$ cat src/rtl/vga_readback.sv
// Pixel readback engine: latches a coordinate from a register and reads that framebuffer pixel.
// Then writes the pixel colour back into a destination register. The optional bounds check is
// enabled by defining VGA_READBACK_BOUNDS_EN.
module vga_readback #(
  parameter int SCREEN_W   = 160,
  parameter int SCREEN_H   = 120,
  parameter int RD_LATENCY = 1
) (
  input  logic         clock,
  input  logic         reset,
  input  logic [255:0] registers,
  input  logic [3:0]   coord_select,
  input  logic [3:0]   dest_select,
  input  logic         start,
  output logic         busy,
  output logic         done,
  output logic         fb_rd_en,
  output logic [14:0]  fb_addr,
  input  logic [14:0]  fb_data,
  output logic         reg_we,
  output logic [3:0]   reg_waddr,
  output logic [15:0]  reg_wdata,
  output logic         oob
);

  typedef enum logic [2:0] {
    S_IDLE,
    S_READ,
    S_WAIT,
    S_CAPTURE,
    S_WB
  } state_t;

  state_t      r_state;
  state_t      w_next;
  logic [1:0]  r_wait_cnt;
  logic [14:0] r_fb_addr;
  logic [3:0]  r_dest;
  logic [3:0]  r_waddr;
  logic [15:0] r_wdata;
  logic        r_oob;

  logic [7:0]  w_base;
  logic [7:0]  w_x;
  logic [6:0]  w_y;
  logic [14:0] w_addr;
  logic        w_oob;

  // Bit 15 of the coordinate word is never selected, so it cannot leak into y.
  assign w_base = {coord_select, 4'd0};
  assign w_x    = registers[w_base +: 8];
  assign w_y    = registers[8'(w_base + 8'd8) +: 7];
  // The address is formed from the start-edge coordinate and held in r_fb_addr.
  // This matches a register-then-multiply order and keeps fb_addr stable outside READ.
  assign w_addr = 15'(w_y) * 15'(SCREEN_W) + 15'(w_x);

`ifdef VGA_READBACK_BOUNDS_EN
  assign w_oob = (32'(w_x) >= 32'(SCREEN_W)) || (32'(w_y) >= 32'(SCREEN_H));
`else
  assign w_oob = 1'b0;
`endif

  always_ff @(posedge clock or posedge reset) begin
    if (reset) r_state <= S_IDLE;
    else       r_state <= w_next;
  end

  always_ff @(posedge clock or posedge reset) begin
    if (reset) begin
      r_wait_cnt <= '0;
      r_fb_addr  <= '0;
      r_dest     <= '0;
      r_waddr    <= '0;
      r_wdata    <= '0;
      r_oob      <= 1'b0;
    end else begin
      case (r_state)
        S_IDLE: begin
          if (start) begin
            r_fb_addr <= w_addr;
            r_dest    <= dest_select;
            r_oob     <= w_oob;
          end
        end
        S_READ:  r_wait_cnt <= '0;
        S_WAIT:  r_wait_cnt <= r_wait_cnt + 2'd1;
        S_CAPTURE: begin
          r_waddr <= r_dest;
          r_wdata <= r_oob ? 16'h8000 : {1'b0, fb_data};
        end
        default: ;
      endcase
    end
  end

  always_comb begin
    w_next   = r_state;
    busy     = 1'b1;
    done     = 1'b0;
    reg_we   = 1'b0;
    fb_rd_en = 1'b0;
    oob      = 1'b0;
    case (r_state)
      S_IDLE: begin
        busy = 1'b0;
        if (start) w_next = S_READ;
      end
      S_READ: begin
        fb_rd_en = !r_oob;
        w_next   = (RD_LATENCY <= 1) ? S_CAPTURE : S_WAIT;
      end
      S_WAIT: begin
        if (r_wait_cnt == 2'(RD_LATENCY - 2)) w_next = S_CAPTURE;
      end
      S_CAPTURE: w_next = S_WB;
      S_WB: begin
        done   = 1'b1;
        reg_we = 1'b1;
        oob    = r_oob;
        w_next = S_IDLE;
      end
      default: w_next = S_IDLE;
    endcase
  end

  assign fb_addr   = r_fb_addr;
  assign reg_waddr = r_waddr;
  assign reg_wdata = r_wdata;

endmodule

$ cat config.mk
export PLATFORM = sky130hd
export DESIGN_NAME = vga_readback
export DESIGN_NICKNAME = d
export VERILOG_FILES = /design/src/rtl/vga_readback.sv
export SDC_FILE = /design/constraint.sdc
export NUM_CORES = 1
export LEC_CHECK = 0
export ABC_AREA = 1
export BUFFER_PORTS_ARGS = -buffer_cell sky130_fd_sc_hd__buf_4
export CAP_MARGIN = 20
export CELL_PAD_IN_SITES_DETAIL_PLACEMENT = 0
export CELL_PAD_IN_SITES_GLOBAL_PLACEMENT = 1
export CORE_ASPECT_RATIO = 0.75
export CORE_MARGIN = 2
export CORE_UTILIZATION = 28
export DETAILED_ROUTE_END_ITERATION = 7
export HOLD_SLACK_MARGIN = 0.12
export PLACE_DENSITY_LB_ADDON = 0.1
export SYNTH_ARGS = -nofsm -noshare
export SYNTH_HDL_FRONTEND = slang
export SYNTH_SLANG_ARGS = --single-unit
$ cat constraint.sdc
create_clock -name clock -period 2.1 [get_ports clock]
set_input_delay 0.42 -clock clock [delete_from_list [all_inputs] [get_ports clock]]
set_output_delay 0.42 -clock clock [all_outputs]
set_load 0.01 [all_outputs]
Word-level counts from Yosys, hierarchy flattened:

Index checks and enable logic that the tools add are counted.

* flip-flop bits (word level): 43
* latch bits: 0
* bits in writable memories: 0
* ROM bits: 0
* input bits: 282
* output and inout bits: 40
* logic and storage cells: 30
* memories kept: 0

* add/subtract/negate cells: 3
* multiply operators: 1
* div/mod/pow operators: 0
* $lt $le $gt $ge: 0
* eq/ne operators: 7
* shift-type cells: 2
* multiplexer cells: 7
* bitwise gates (word level): 0
* reduce and logical (&&, ||, !) cells: 4

Operators with widths (count)
* $shiftx 256x9->7: 1
* $shiftx 256x9->8: 1
* $add 15x8->15: 1
* $pmux 3 s4: 1
* $mul 7x3->10 const B: 1
* $add 8x4->8 const B: 1
* $eq 3x2->1 const B: 2
* $mux 3: 2
* $ne 2x2->1 const B: 2
* $pmux 2 s2: 1
* $reduce_and 2->1: 2
* $eq 3x1->1 const B: 1
* $eq 3x3->1 const B: 1
* $logic_not 3->1: 1
* $mux 1: 3
* $add 2x1->2 const B: 1
* $eq 2x2->1 const B: 1
* $reduce_bool 2->1: 1

Logic depth before layout (Yosys ltp):

* word-level depth: 4
* gate-level depth with buffers: 21
* gate-level depth less buffers: 19

Least setup slack after synthesis:

Ideal clock, no wire load.

* kind: input to register
* start point: in coord_select[0]
* end point: reg r_fb_addr[14], in the netlist fb_addr[14]
* library setup time: 0.066 ns
* data arrival time: 3.088 ns
* required time: 2.034 ns
* path slack: -1.054 ns
* stages on the path: 21
* buffers on the path: 4
* path through: buf_6 -> buf_8 -> buf_6 -> buf_6 -> nor2_1 -> o22ai_1 -> o211ai_1 -> nand2_1 -> ha_1 -> ha_1 -> inv_1 -> fa_1 -> nor2_1 -> nand4_1 -> a21oi_1 -> nand2_1 -> nor2_1 -> nand3_1 -> nand2_1 -> nand2_1 -> nand2_1

* cells in the longest elaborated chain, start to end: 4
* elaborated cells on any way between the ends: 5
* classes of those cells: add/sub (2); mul (1); shift (2)

Ends and longest elaborated chain
* start, declared: line 12 `input logic [3:0] coord_select,`
* $add 8x4->8: line 52 `assign w_y = registers[8'(w_base + 8'd8) +: 7];`
* $shiftx 256x9->7: line 52
* $mul 7x3->10: line 55 `assign w_addr = 15'(w_y) * 15'(SCREEN_W) + 15'(w_x);`
* $add 15x8->15 *: line 55
* end signal, assigned: line 80 `r_fb_addr <= w_addr;`
* end, declared: line 37 `logic [14:0] r_fb_addr;`

Every way passes the cells marked *; elsewhere a longest branch is shown, timed or not.
A chain may end at the register's enable or synchronous reset.

Final worst setup path:

* start point: in coord_select[0]
* end point: reg r_fb_addr[10], in the netlist fb_addr[10]

The elaborated chain is that of the path after synthesis.

==> impl_metrics.yaml <==
timing:
  setup_tns_ns: -5.49
  setup_violations: 9
  tightest_slew_ns: 0.562
  max-slew-margin-rel_pct: 62.5
  fmax_mhz: 343
  whs_ns: 0.261
  grt_setup_unrepaired: "yes"
  period_needed_ns: 2.91
  final.period_utilization_pct: 139
  hold_violations: 0
  setup_ws_ns: -0.811
  fin_skew_ns: 0.00587
  maxSlewViolCount: 0
pwr:
  ir_worst_vdd_mv: 0.590
  total_power_mw: 5.54
  powerDensity_nw_per_um2: 715
  leakage_nw: 3.92
floorplan:
  dieArea_sq_um: 16500
  die_width_um: 148
  rows: 39
  io_pins: 322
  chipHeight_um: 112
  core_area_sq_um: 15200
  start_util_pct: 28.6
setup_path:
  path_cells: "buf_12, buf_4, clkbuf_16, o21ai_0, o221ai_1, nand3_1, nand2_2, ha_4, inv_1, fa_2, nor2_2, nand4_1, a21oi_2, buf_4, buf_4, nor2_1, a22o_1"
  critical_path.max_stage_delay_ns: 0.48
  worstPathArrival_ns: 3.09
  r2r_slack_ns: 0.67
  start_kind: "primary input"
  r2r_cells: 6
  critPathKind: "primary input to register"
  crit_path_top_delay_cell: "fa_2"
  required_ns: 2.28
  crit_top_cell: "buf_4"
  crit-reg2reg-launch: "r_state[1]"
  critPathCaptureType: "register"
  r2r-end: "r_dest[0]"
  critPathMaxFanout: 19
clock_tree:
  ctsHtreeMaxLevel: 2
  clock_path_buffers: 2
  cts-root-buf: "clkbuf_16"
  clk_pin_slew_worst_paths_ns: 0.06
  cts_tree: "done"
  cts_made_buffers: 5
  cts.sink_count: 43
  clk_latency_ns: 0.29
layout:
  nets: 1320
  drive_gt1_share_pct: 43.1
  num_antenna_cells: 0
  fin_area_sq_um: 7750
  areaGrowthSynthToFinish_pct: 78.9
synthesis:
  ys_seq_area_share_pct: 24.8
  synth_area_sq_um: 4330
  synth_area_leaders: "dfrtp_1 25%, nand2_1 12%, o21ai_0 12%"
  syn_area_per_cell_sq_um: 6.38
  yosysTopAreaCellShare_pct: 24.8
  synth_largest_area_cell: "dfrtp_1"
  synth_cell_types: 34
  synthCells: 679
  ys_ff_latch: 43
  ys_warn_count: 0
hold_path:
  min_path_type: "primary input to async pin"
global_routing:
  grt_pass1_wl_mm: 31.9
  grt-ovfl-total: 0
  grtUsageTotal_pct: 24.0
  grt_pass1_vias: 6233
  grt_max_degree: 44
  antenna_found_initial: 0
route:
  ant_nets: 0
  drtIter0Drc: 292
  routed_wl_mm: 20.4
  vias_per_cell: 4.99
  dr.pass1.iters: 5
  vias: 6124
  drcViolationCount: 0
  drt-wirelength-per-cell_um: 16.6
run_status:
  outcome: "finished, violations left"
  violations: "negative setup slack"
placement:
  port-buffer-count: 303
  placed_area_sq_um: 7200
  dp_slack_ns: -1.19
  post-dp-hpwl_mm: 15.9
  gp_congestion: 0.858
run:
  maxCapViolations: 0
power by group:
group          total (mW)  internal (mW)  switching, mW  leakage, nW
Combinational        3.17           1.62           1.55         3.30
Sequential           1.46           1.23          0.233        0.536
Clock               0.912          0.565          0.347       0.0804
cell families (layout without fill, tap and decap cells):
logic type | Yosys count | count (layout) | share of synthesized area, %
flops | 43 | 43 | 24.8
buf+inv | 102 | 445 | 11.5
xor+xnor | 4 | 4 | 0.808
fa+ha+maj | 16 | 16 | 4.97
simple gates | 304 | 304 | 27.9
compound gates | 209 | 209 | 29.9
other cells | 1 | 2 | 0.0865
stage by stage:
stage,util (%),std cells
final,51.1,1228
after global routing,51.1,1228
after CTS,50.5,1222
after detailed placement,47.4,1201
after global placement,47.4,1201
after floorplan,-,680
cell usage after synthesis, drive strengths merged:
library cell,instances
a21o,1
a21oi,5
a22o,2
a31o,1
buf,33
clkbuf,23
clkinv,1
conb,1
dfrtp,43
fa,2
ha,14
inv,45
nand2,140
nand3,37
nand3b,1
nand4,1
nor2,121
nor3,4
o211ai,15
o21ai,127
o221ai,42
o22ai,15
o31ai,1
xnor2,2
xor2,2
critical path, delay by kind of cell:
kind,cells,cell delay [ns]
adder cells (fa/ha/maj),2,0.76
AND/OR/NAND/NOR,5,0.48
AO/OA/AOI/OAI,4,0.70
buffers and inverters,6,0.71
metal layers:
metal,wire (um),vias up,global-route usage [%]
li1,-,3022,-
met1,8640,2860,29.4
met2,10200,222,44.2
met3,1250,20,4.39
met4,299,0,4.49
met5,0,-,0
registers in the layout, indices dropped and copies added (netlist names):
signal / cells
r_state: 3
r_wait_cnt: 2
r_dest: 4
reg_waddr: 4
reg_wdata: 15
fb_addr: 15
layout make-up:
type,count,area (sq um)
clock buffers,5,125
clock inverters,3,46.3
fillers,1517,7420
inverters,46,190
multi-input cells,535,2910
flip-flops and latches,43,1080
well taps,205,256
repair buffers,391,3150
worst max-delay path by stage:
stage	startpoint	endpoint	slack (ns)
3_3_place_gp	coord_select[0]	fb_addr[14]	-1.09
6_report	coord_select[0]	fb_addr[10]	-0.81
5_1_grt	coord_select[0]	fb_addr[14]	-1.03
2_1_floorplan	coord_select[0]	fb_addr[14]	-0.97
3_5_place_dp	coord_select[0]	fb_addr[14]	-1.19
4_1_cts	coord_select[0]	fb_addr[14]	-0.84
repair_timing:
action                                  CTS  global route
cloned                                    3             1
pin swaps                                24             7
gates resized for setup                  40            10
hold buffers                              0             0
setup buffers                            10             5
endpoints found under the setup margin    9             9
layout by cell type, fill, tap and decap left out, types with 4 or more instances in the layout:
master	n
buf_4	374
nand2_1	135
nor2_1	115
o21ai_0	90
dfrtp_1	43
o221ai_1	39
inv_1	38
nand3_1	36
o21ai_1	30
o22ai_1	15
o211ai_1	15
o21ai_2	7
ha_1	7
buf_12	7
clkbuf_16	6
nand2_2	5
ha_4	5
inv_2	4
nor2_2	4
buf_6	4
(Power assumes the default switching activity.)
